`src/rtl/matrix_host_controller.sv`:
```
// Host-side controller for a matrix multiply unit.
// Collects two operands as 4-bit nibbles (LSB nibble first), pulses the
// multiply unit, waits (bounded) for its done strobe, then streams the
// result back out as nibbles, LSB nibble first.
module matrix_host_controller #(
    parameter int NIBBLES = 4,
    parameter int TIMEOUT = 64
) (
    input  logic                   clk,
    input  logic                   rst,
    input  logic                   in_valid,
    input  logic [3:0]             in_nibble,
    output logic                   in_ready,
    output logic                   mm_enable,
    output logic [4*NIBBLES-1:0]   mm_matrixA,
    output logic [4*NIBBLES-1:0]   mm_matrixB,
    input  logic [4*NIBBLES-1:0]   mm_result,
    input  logic                   mm_listo,
    output logic                   out_valid,
    output logic [3:0]             out_nibble,
    input  logic                   out_ready,
    output logic                   busy,
    output logic                   err
);

    localparam int W  = 4 * NIBBLES;
    localparam int NW = (NIBBLES > 1) ? $clog2(NIBBLES) : 1;
    localparam int WW = $clog2(TIMEOUT + 1);

    localparam logic [NW-1:0] NIB_LAST  = NW'(NIBBLES - 1);
    localparam logic [WW-1:0] WAIT_LAST = WW'(TIMEOUT - 1);

    localparam logic [2:0] ST_LOAD_A = 3'd0;
    localparam logic [2:0] ST_LOAD_B = 3'd1;
    localparam logic [2:0] ST_START  = 3'd2;
    localparam logic [2:0] ST_WAIT   = 3'd3;
    localparam logic [2:0] ST_SEND   = 3'd4;

    logic [2:0]    state_q,   state_d;
    logic [NW-1:0] nib_cnt_q, nib_cnt_d;
    logic [WW-1:0] wait_cnt_q, wait_cnt_d;
    logic [W-1:0]  mat_a_q,   mat_a_d;
    logic [W-1:0]  mat_b_q,   mat_b_d;
    logic [W-1:0]  shift_q,   shift_d;
    logic          err_q,     err_d;

    logic               accept;
    logic               nib_last;
    logic [NIBBLES-1:0] nib_sel;

    // One-hot select of the operand nibble slot addressed by the nibble counter
    for (genvar gi = 0; gi < NIBBLES; gi++) begin : g_nib_sel
        assign nib_sel[gi] = (nib_cnt_q == NW'(gi));
    end

    assign in_ready   = (state_q == ST_LOAD_A) || (state_q == ST_LOAD_B);
    assign accept     = in_valid && in_ready;
    assign nib_last   = (nib_cnt_q == NIB_LAST);
    assign mm_enable  = (state_q == ST_START);
    assign busy       = (state_q == ST_START) || (state_q == ST_WAIT) || (state_q == ST_SEND);
    assign out_valid  = (state_q == ST_SEND);
    assign out_nibble = shift_q[3:0];
    assign mm_matrixA = mat_a_q;
    assign mm_matrixB = mat_b_q;
    assign err        = err_q;

    // Next-state logic: operand loading, start pulse, bounded wait, result streaming
    always_comb begin
        state_d    = state_q;
        nib_cnt_d  = nib_cnt_q;
        wait_cnt_d = wait_cnt_q;
        mat_a_d    = mat_a_q;
        mat_b_d    = mat_b_q;
        shift_d    = shift_q;
        err_d      = err_q;

        case (state_q)
            ST_LOAD_A: begin
                if (accept) begin
                    for (int i = 0; i < NIBBLES; i++) begin
                        if (nib_sel[i]) mat_a_d[4*i +: 4] = in_nibble;
                    end
                    // A fresh A operand starting clears a previous timeout
                    if (nib_cnt_q == '0) err_d = 1'b0;
                    if (nib_last) begin
                        nib_cnt_d = '0;
                        state_d   = ST_LOAD_B;
                    end else begin
                        nib_cnt_d = nib_cnt_q + 1'b1;
                    end
                end
            end
            ST_LOAD_B: begin
                if (accept) begin
                    for (int i = 0; i < NIBBLES; i++) begin
                        if (nib_sel[i]) mat_b_d[4*i +: 4] = in_nibble;
                    end
                    if (nib_last) begin
                        nib_cnt_d = '0;
                        state_d   = ST_START;
                    end else begin
                        nib_cnt_d = nib_cnt_q + 1'b1;
                    end
                end
            end
            ST_START: begin
                wait_cnt_d = '0;
                state_d    = ST_WAIT;
            end
            ST_WAIT: begin
                // A done strobe wins over a timeout landing on the same cycle
                if (mm_listo) begin
                    shift_d   = mm_result;
                    nib_cnt_d = '0;
                    state_d   = ST_SEND;
                end else begin
                    wait_cnt_d = wait_cnt_q + 1'b1;
                    if (wait_cnt_q == WAIT_LAST) begin
                        err_d     = 1'b1;
                        nib_cnt_d = '0;
                        state_d   = ST_LOAD_A;
                    end
                end
            end
            ST_SEND: begin
                if (out_ready) begin
                    shift_d = {4'b0000, shift_q[W-1:4]};
                    if (nib_last) begin
                        nib_cnt_d = '0;
                        state_d   = ST_LOAD_A;
                    end else begin
                        nib_cnt_d = nib_cnt_q + 1'b1;
                    end
                end
            end
            default: begin
                nib_cnt_d = '0;
                state_d   = ST_LOAD_A;
            end
        endcase
    end

    // State registers; reset abandons any in-flight transaction
    always_ff @(posedge clk or posedge rst) begin
        if (rst) begin
            state_q    <= ST_LOAD_A;
            nib_cnt_q  <= '0;
            wait_cnt_q <= '0;
            mat_a_q    <= '0;
            mat_b_q    <= '0;
            shift_q    <= '0;
            err_q      <= 1'b0;
        end else begin
            state_q    <= state_d;
            nib_cnt_q  <= nib_cnt_d;
            wait_cnt_q <= wait_cnt_d;
            mat_a_q    <= mat_a_d;
            mat_b_q    <= mat_b_d;
            shift_q    <= shift_d;
            err_q      <= err_d;
        end
    end

endmodule

```
`config.mk`:
```
export PLATFORM = sky130hd
export DESIGN_NAME = matrix_host_controller
export DESIGN_NICKNAME = d
export VERILOG_FILES = /design/src/rtl/matrix_host_controller.sv
export SDC_FILE = /design/constraint.sdc
export NUM_CORES = 1
export LEC_CHECK = 0
export BUFFER_PORTS_ARGS = -buffer_cell sky130_fd_sc_hd__buf_4
export CORE_UTILIZATION = 45
export CTS_CLUSTER_DIAMETER = 200
export CTS_CLUSTER_SIZE = 16
export DETAILED_ROUTE_END_ITERATION = 7
export MAX_ROUTING_LAYER = met4
export PLACE_DENSITY_LB_ADDON = 0.12
export RECOVER_POWER = 100
export SLEW_MARGIN = 10
export SYNTH_ARGS = -nofsm -noshare
export SYNTH_HDL_FRONTEND = slang
export SYNTH_SLANG_ARGS = --single-unit
```
`constraint.sdc`:
```
create_clock -name clk -period 3 [get_ports clk]
set_input_delay 0.3 -clock clk [delete_from_list [all_inputs] [get_ports clk]]
set_output_delay 0.3 -clock clk [all_outputs]
set_load 0.05 [all_outputs]
```
=== After elaboration in Yosys (flattened, before gate mapping) ===
Cells that the tools add are included.

* Multiplexer cells: 25
* $add $sub $neg: 2
* Shift operators: 0
* Div/mod/pow operators: 0
* Bitwise operators: 1
* Magnitude comparators: 0
* Multiply operators: 0
* Equal/unequal tests: 20
* Reduce and logical (&&, ||, !) cells: 23

{| class="wikitable"
|+ Operator list
! operator !! count
|-
| $mux 16 || 2
|-
| $pmux 16 s2 || 1
|-
| $reduce_and 3->1 || 9
|-
| $mux 3 || 8
|-
| $pmux 3 s5 || 1
|-
| $ne 2x2->1 const B || 7
|-
| $pmux 7 s2 || 1
|-
| $mux 2 || 5
|-
| $ne 2x1->1 const B || 4
|-
| $pmux 2 s4 || 1
|-
| $add 7x1->7 const B || 1
|-
| $eq 7x6->1 const B || 1
|-
| $mux 7 || 1
|-
| $reduce_and 7->1 || 1
|-
| $eq 3x2->1 const B || 2
|-
| $reduce_bool 2->1 || 3
|-
| $reduce_and 5->1 || 1
|-
| $eq 2x2->1 const B || 2
|-
| $mux 1 || 4
|-
| $reduce_and 4->1 || 1
|-
| $eq 3x1->1 const B || 1
|-
| $eq 3x3->1 const B || 1
|-
| $logic_not 3->1 || 1
|-
| $logic_or 1x1->1 || 3
|-
| other kinds (9) || 9
|}

* Memories: 0
* Latch bits: 0
* Input bits: 25
* RAM bits: 0
* Output and inout bits: 41
* Register bits: 61
* ROM bits: 0

=== Logic depth before layout (Yosys ltp) ===
* Depth after elaboration: 5
* Depth in mapped cells: 6
* Gate-level depth less buffers: 5

=== Worst setup path before layout ===
No wires, ideal clock.

* Path type: register to register
* Start: register state_q[0]
* End: register nib_cnt_q[0]
* Path buffers: 1
* Stages on the path, launching flop included: 6
* Path slack: 1162 ps
* Data required time: 2875 ps
* Setup time: 125 ps
* Data arrival time: 1713 ps
* Cells stage by stage: dfrtp_1 > buf_6 > nor3b_4 > nor3_2 > o21ai_2 > mux2_4

* Elaborated cells between the ends (all ways): 14

{| class="wikitable"
|+ RTL lines
! what !! RTL line !! RTL
|-
| from (decl) || 39 || <nowiki>logic [2:0] state_q, state_d;</nowiki>
|-
| from (signal assigned) || 154 || <nowiki>state_q <= state_d;</nowiki>
|-
| $eq 3x2->1 * || n/a ||
|-
| net mm_enable || 14 || <nowiki>output logic mm_enable,</nowiki>
|-
| $not 1->1 (no line) || n/a ||
|-
| $reduce_and 4->1 (no line) || n/a ||
|-
| to (signal assigned) || 155 || <nowiki>nib_cnt_q <= nib_cnt_d;</nowiki>
|-
| to (decl) || 40 || <nowiki>logic [NW-1:0] nib_cnt_q, nib_cnt_d;</nowiki>
|}

Mark *: on every way through the listed nets, which the timed path passes. The rest lies on a longest branch.
A chain may end at the register's enable or synchronous reset.

=== Worst setup path in the final report ===
* Start: register state_q[2]
* End: output busy

* Longest elaborated chain between the ends: 3
* Elaborated cells between the ends (all ways): 5

{| class="wikitable"
|+ Ends and longest elaborated chain
! what !! RTL line !! RTL
|-
| $eq 3x2->1 || 60 || <nowiki>assign busy = (state_q == ST_START) || (state_q == ST_WAIT) || (state_q == ST_SEND);</nowiki>
|-
| $logic_or 1x1->1 || 60 ||
|-
| $logic_or 1x1->1 * || 60 ||
|-
| to (decl) || 22 || <nowiki>output logic busy,</nowiki>
|}

Mark *: on every way between the ends. The rest lies on a longest branch, timed or not.

==> impl_results.md <==
- Number of remaining DRC errors: 0
- Most common cell after layout, fill and taps aside: dfrtp_1
- Die area: 0.00656 mm^2
- CTS-repair resized insts: 0
- VDD IR max: 676 uV
- Reg-to-reg setup timing slack: around 880 ps
- Io pins: between 60 and 70
- Worst hold stages: 2
- Critical path peak fanout: 16
- Routed WL: 5390 um
- Initial Util: 47.1%
- Fmax: 425 MHz
- Postcts setup bufs: 0
- Count of final setup violators: 0
- Hold_ws: a little under 200 ps
- Drt pass-1 iters: 4
- Worst-margin pin slew: approximately 1500 ps
- Core area: a little under 0.006 mm^2
- Largest family of logic cells by synthesized area: multiplexers
- Reg2Reg Depth: 4
- Final setup skew: approximately 8.5 ps
- WP data arrival: slightly above 2000 ps
- Static leakage: around 1.5 nW
- Input/output buffers: 65
- CP Capture Point: busy
- CTS root buffer: clkbuf_8
- Crit end category: output port
- Crit Path Class: flip-flop to output port
- Worst skew pair latency: 330 ps
- Origin of the worst setup path: state_q[2]
- Post-synth top area share: a little over half
- # rows: 28
- RSZ-0062 raised after global routing: no
- Post-synth net total: 250
- Fill cells: between 500 and 600
- Post-Route Utilization: between 50% and 60%
- Failing checks: capacitance limit
- Iteration-0 DRC Markers: 140
- Commonest cells after routing, fill and taps aside: dfrtp_1 (61), clkbuf_1 (43), mux2_2 (32)
- Setup ws final: roughly 650 ps
- Hold Fails Final Rpt: 0
- DIE WIDTH: roughly 81 um
- Worst Setup Start Kind: flip-flop
- HPWL Detailed: around 3700 um
- Post-synthesis simple-gate area fraction: 13.1%
- Area delta synth->final: 17.2%
- First-pass GRT wire length: 8860 um
- TNS Setup: 0 ps
- Syn Inst Count: between 200 and 250
- Final instance area: around 0.0033 mm^2
- Register area share after synthesis: 54.4%
- Max Slew Vio Count: 0
- Multiplexer share of the synthesized area: a little under a fifth
- DR vias/cell: 5.02
- Synth top area cells: dfrtp_1 (54%), mux2_2 (13%), mux2i_1 (5.0%), nand2_1 (3.1%), ha_1 (2.2%)
- Compound-Gate Fraction of Synth Area: 6.95%
- Vias in the first global route: approximately 1.8k
- Worst EP required: approximately 2700 ps
- Worst hold path type: input port to flip-flop
- H-tree Lvls: 3
- CTS max path bufs: 2
- Synthesized area: 0.00281 mm^2
- GR Util All Layers: 19.1%
- Clk slew on worst S/H paths: about 70 ps
- Flops & latches, synth: 61
- Post-Synth Adder-Cell Area: 2.23%
- Max Cap Viol: 1
- Post-synth cell types: 41
- Worst r2r src: state_q[0]
- Hold_buf cts: 0
- Max_slew headroom: 0.471%
- TritonCTS buffer count: 9
- Final Wtd Congestion: 0.765
- Nets@finish: around 320
- TritonCTS clock tree: built
- Initial antenna violation count: 0
- Vias: around 1.8k
- Worst R2R End: shift_q[1]
- Largest net degree at the start of global routing: a little over 60
- Clock Sinks: slightly above 60
- Register Area: about 0.0015 mm^2
- Pwr/cell area: roughly 1200 mW/mm^2
- Yosys warns: 0
- Area of the multi-input gates: ~0.0011 mm^2
- Global route overflow: 0
- Share of post-route cells with drive strength above 1: about a quarter
- Status: finished with violations
- Post-route ant nets: 0
- Cell taking the most area after synthesis: dfrtp_1
- N_diodes: 0
- Area after DPL: 0.00333 mm^2
- Wire length per cell: ~15 um
- Post-route minimum period: roughly 2400 ps
- Final Cycle Share: between 70% and 80%
- Syn Area/Cell: roughly 13 um^2
- Die height: 81.0 um
- Synth Area in XOR/XNOR: under 10%
- Pre-CTS setup slack: roughly 1000 ps
metrics by stage:
step / total power, W / std cells
6_report: 0.00410 / 366
4_1_cts: 0.00447 / 366
3_3_place_gp: 0.00365 / 350
3_5_place_dp: 0.00368 / 350
2_1_floorplan: 0.00311 / 220
5_1_grt: 0.00434 / 366
report_power, final:
| part | leakage (nW) | internal, W | switching (W) |
|---|---|---|---|
| logic | 0.634 | 0.000534 | 0.00137 |
| clock network | 0.101 | 0.000468 | 0.000306 |
| registers | 0.760 | 0.00118 | 0.000238 |
| total | 1.49 | 0.00218 | 0.00192 |
cells by family (layout without fill, tap and decap cells):
group,Yosys count,in the layout
flip-flops,61,61
AND/OR/NAND/NOR,59,59
multiplexers,47,47
AO/OA/AOI/OAI,29,29
buffers and inverters,15,86
adder cells (fa/ha/maj),5,5
XOR/XNOR,4,4
how the worst min path moves through the flow:
stage / startpoint / slack [ps] / end
after global placement: rst / 400 / mm_matrixA[9]
after floorplan: mm_result[12] / 440 / shift_q[12]
final: mm_result[15] / 190 / shift_q[15]
after global routing: mm_result[13] / 180 / shift_q[13]
after detailed placement: rst / 400 / mm_matrixA[9]
after CTS: rst / 40 / mm_matrixB[8]
metal layers:
layer  routed length, um  track usage [%]  share of wire, %  vias to the layer above
li1                    -                -                 -                      902
met1                2650             26.1                49                      881
met2                2420             26.9                45                       46
met3                 220             4.38               4.1                        9
met4                  99             8.57               1.8                        0
met5                   0                -                 0                        -
cell usage after synthesis:
| master | n |
|---|---|
| and4bb_2 | 1 |
| nor2_4 | 3 |
| nand2_1 | 23 |
| and3_1 | 1 |
| nand4_1 | 3 |
| o211a_1 | 1 |
| mux2i_1 | 14 |
| nor3_1 | 2 |
| o21ai_0 | 11 |
| nand2b_4 | 1 |
| nand3b_1 | 1 |
| nor3b_4 | 1 |
| a21oi_4 | 1 |
| dfrtp_1 | 61 |
| o221ai_1 | 1 |
| o21ai_1 | 4 |
| nor4b_1 | 1 |
| a21oi_1 | 2 |
| nor2b_1 | 1 |
| buf_4 | 8 |
| ha_1 | 5 |
| a21o_1 | 2 |
| inv_1 | 3 |
| o21ai_2 | 1 |
| mux2_2 | 32 |
| and4b_1 | 1 |
| or2_4 | 1 |
| and2b_1 | 1 |
| nor3_4 | 2 |
| nor3b_2 | 1 |
| o31ai_1 | 1 |
| mux2_4 | 1 |
| xor2_1 | 4 |
| a22o_1 | 5 |
| buf_6 | 2 |
| nor3b_1 | 2 |
| buf_2 | 2 |
| nand2b_1 | 1 |
| nor2_1 | 10 |
| or2_2 | 1 |
| nor3_2 | 1 |
registers in the layout, summed over array words and instances, names as in the netlist:
name	count
shift_q	16
mm_matrixB	16
wait_cnt_q	7
mm_matrixA	16
state_q	3
nib_cnt_q	2
err	1
critical path, cell delays in order (launching register included):
cell      delay (ps)
dfrtp_1          570
nor3b_1          240
buf_4            300
or2_2            160
clkbuf_1         460
layout make-up:
class | count | area share, %
Multi-Input combinational cell | 144 | 33.5
Tap cell | 75 | 2.85
Clock buffer | 12 | 4.10
Clock inverter | 4 | 2.20
Inverter | 3 | 0.342
Timing Repair Buffer | 67 | 10.6
Sequential cell | 61 | 46.4
Power figures use the tool's default switching activity.
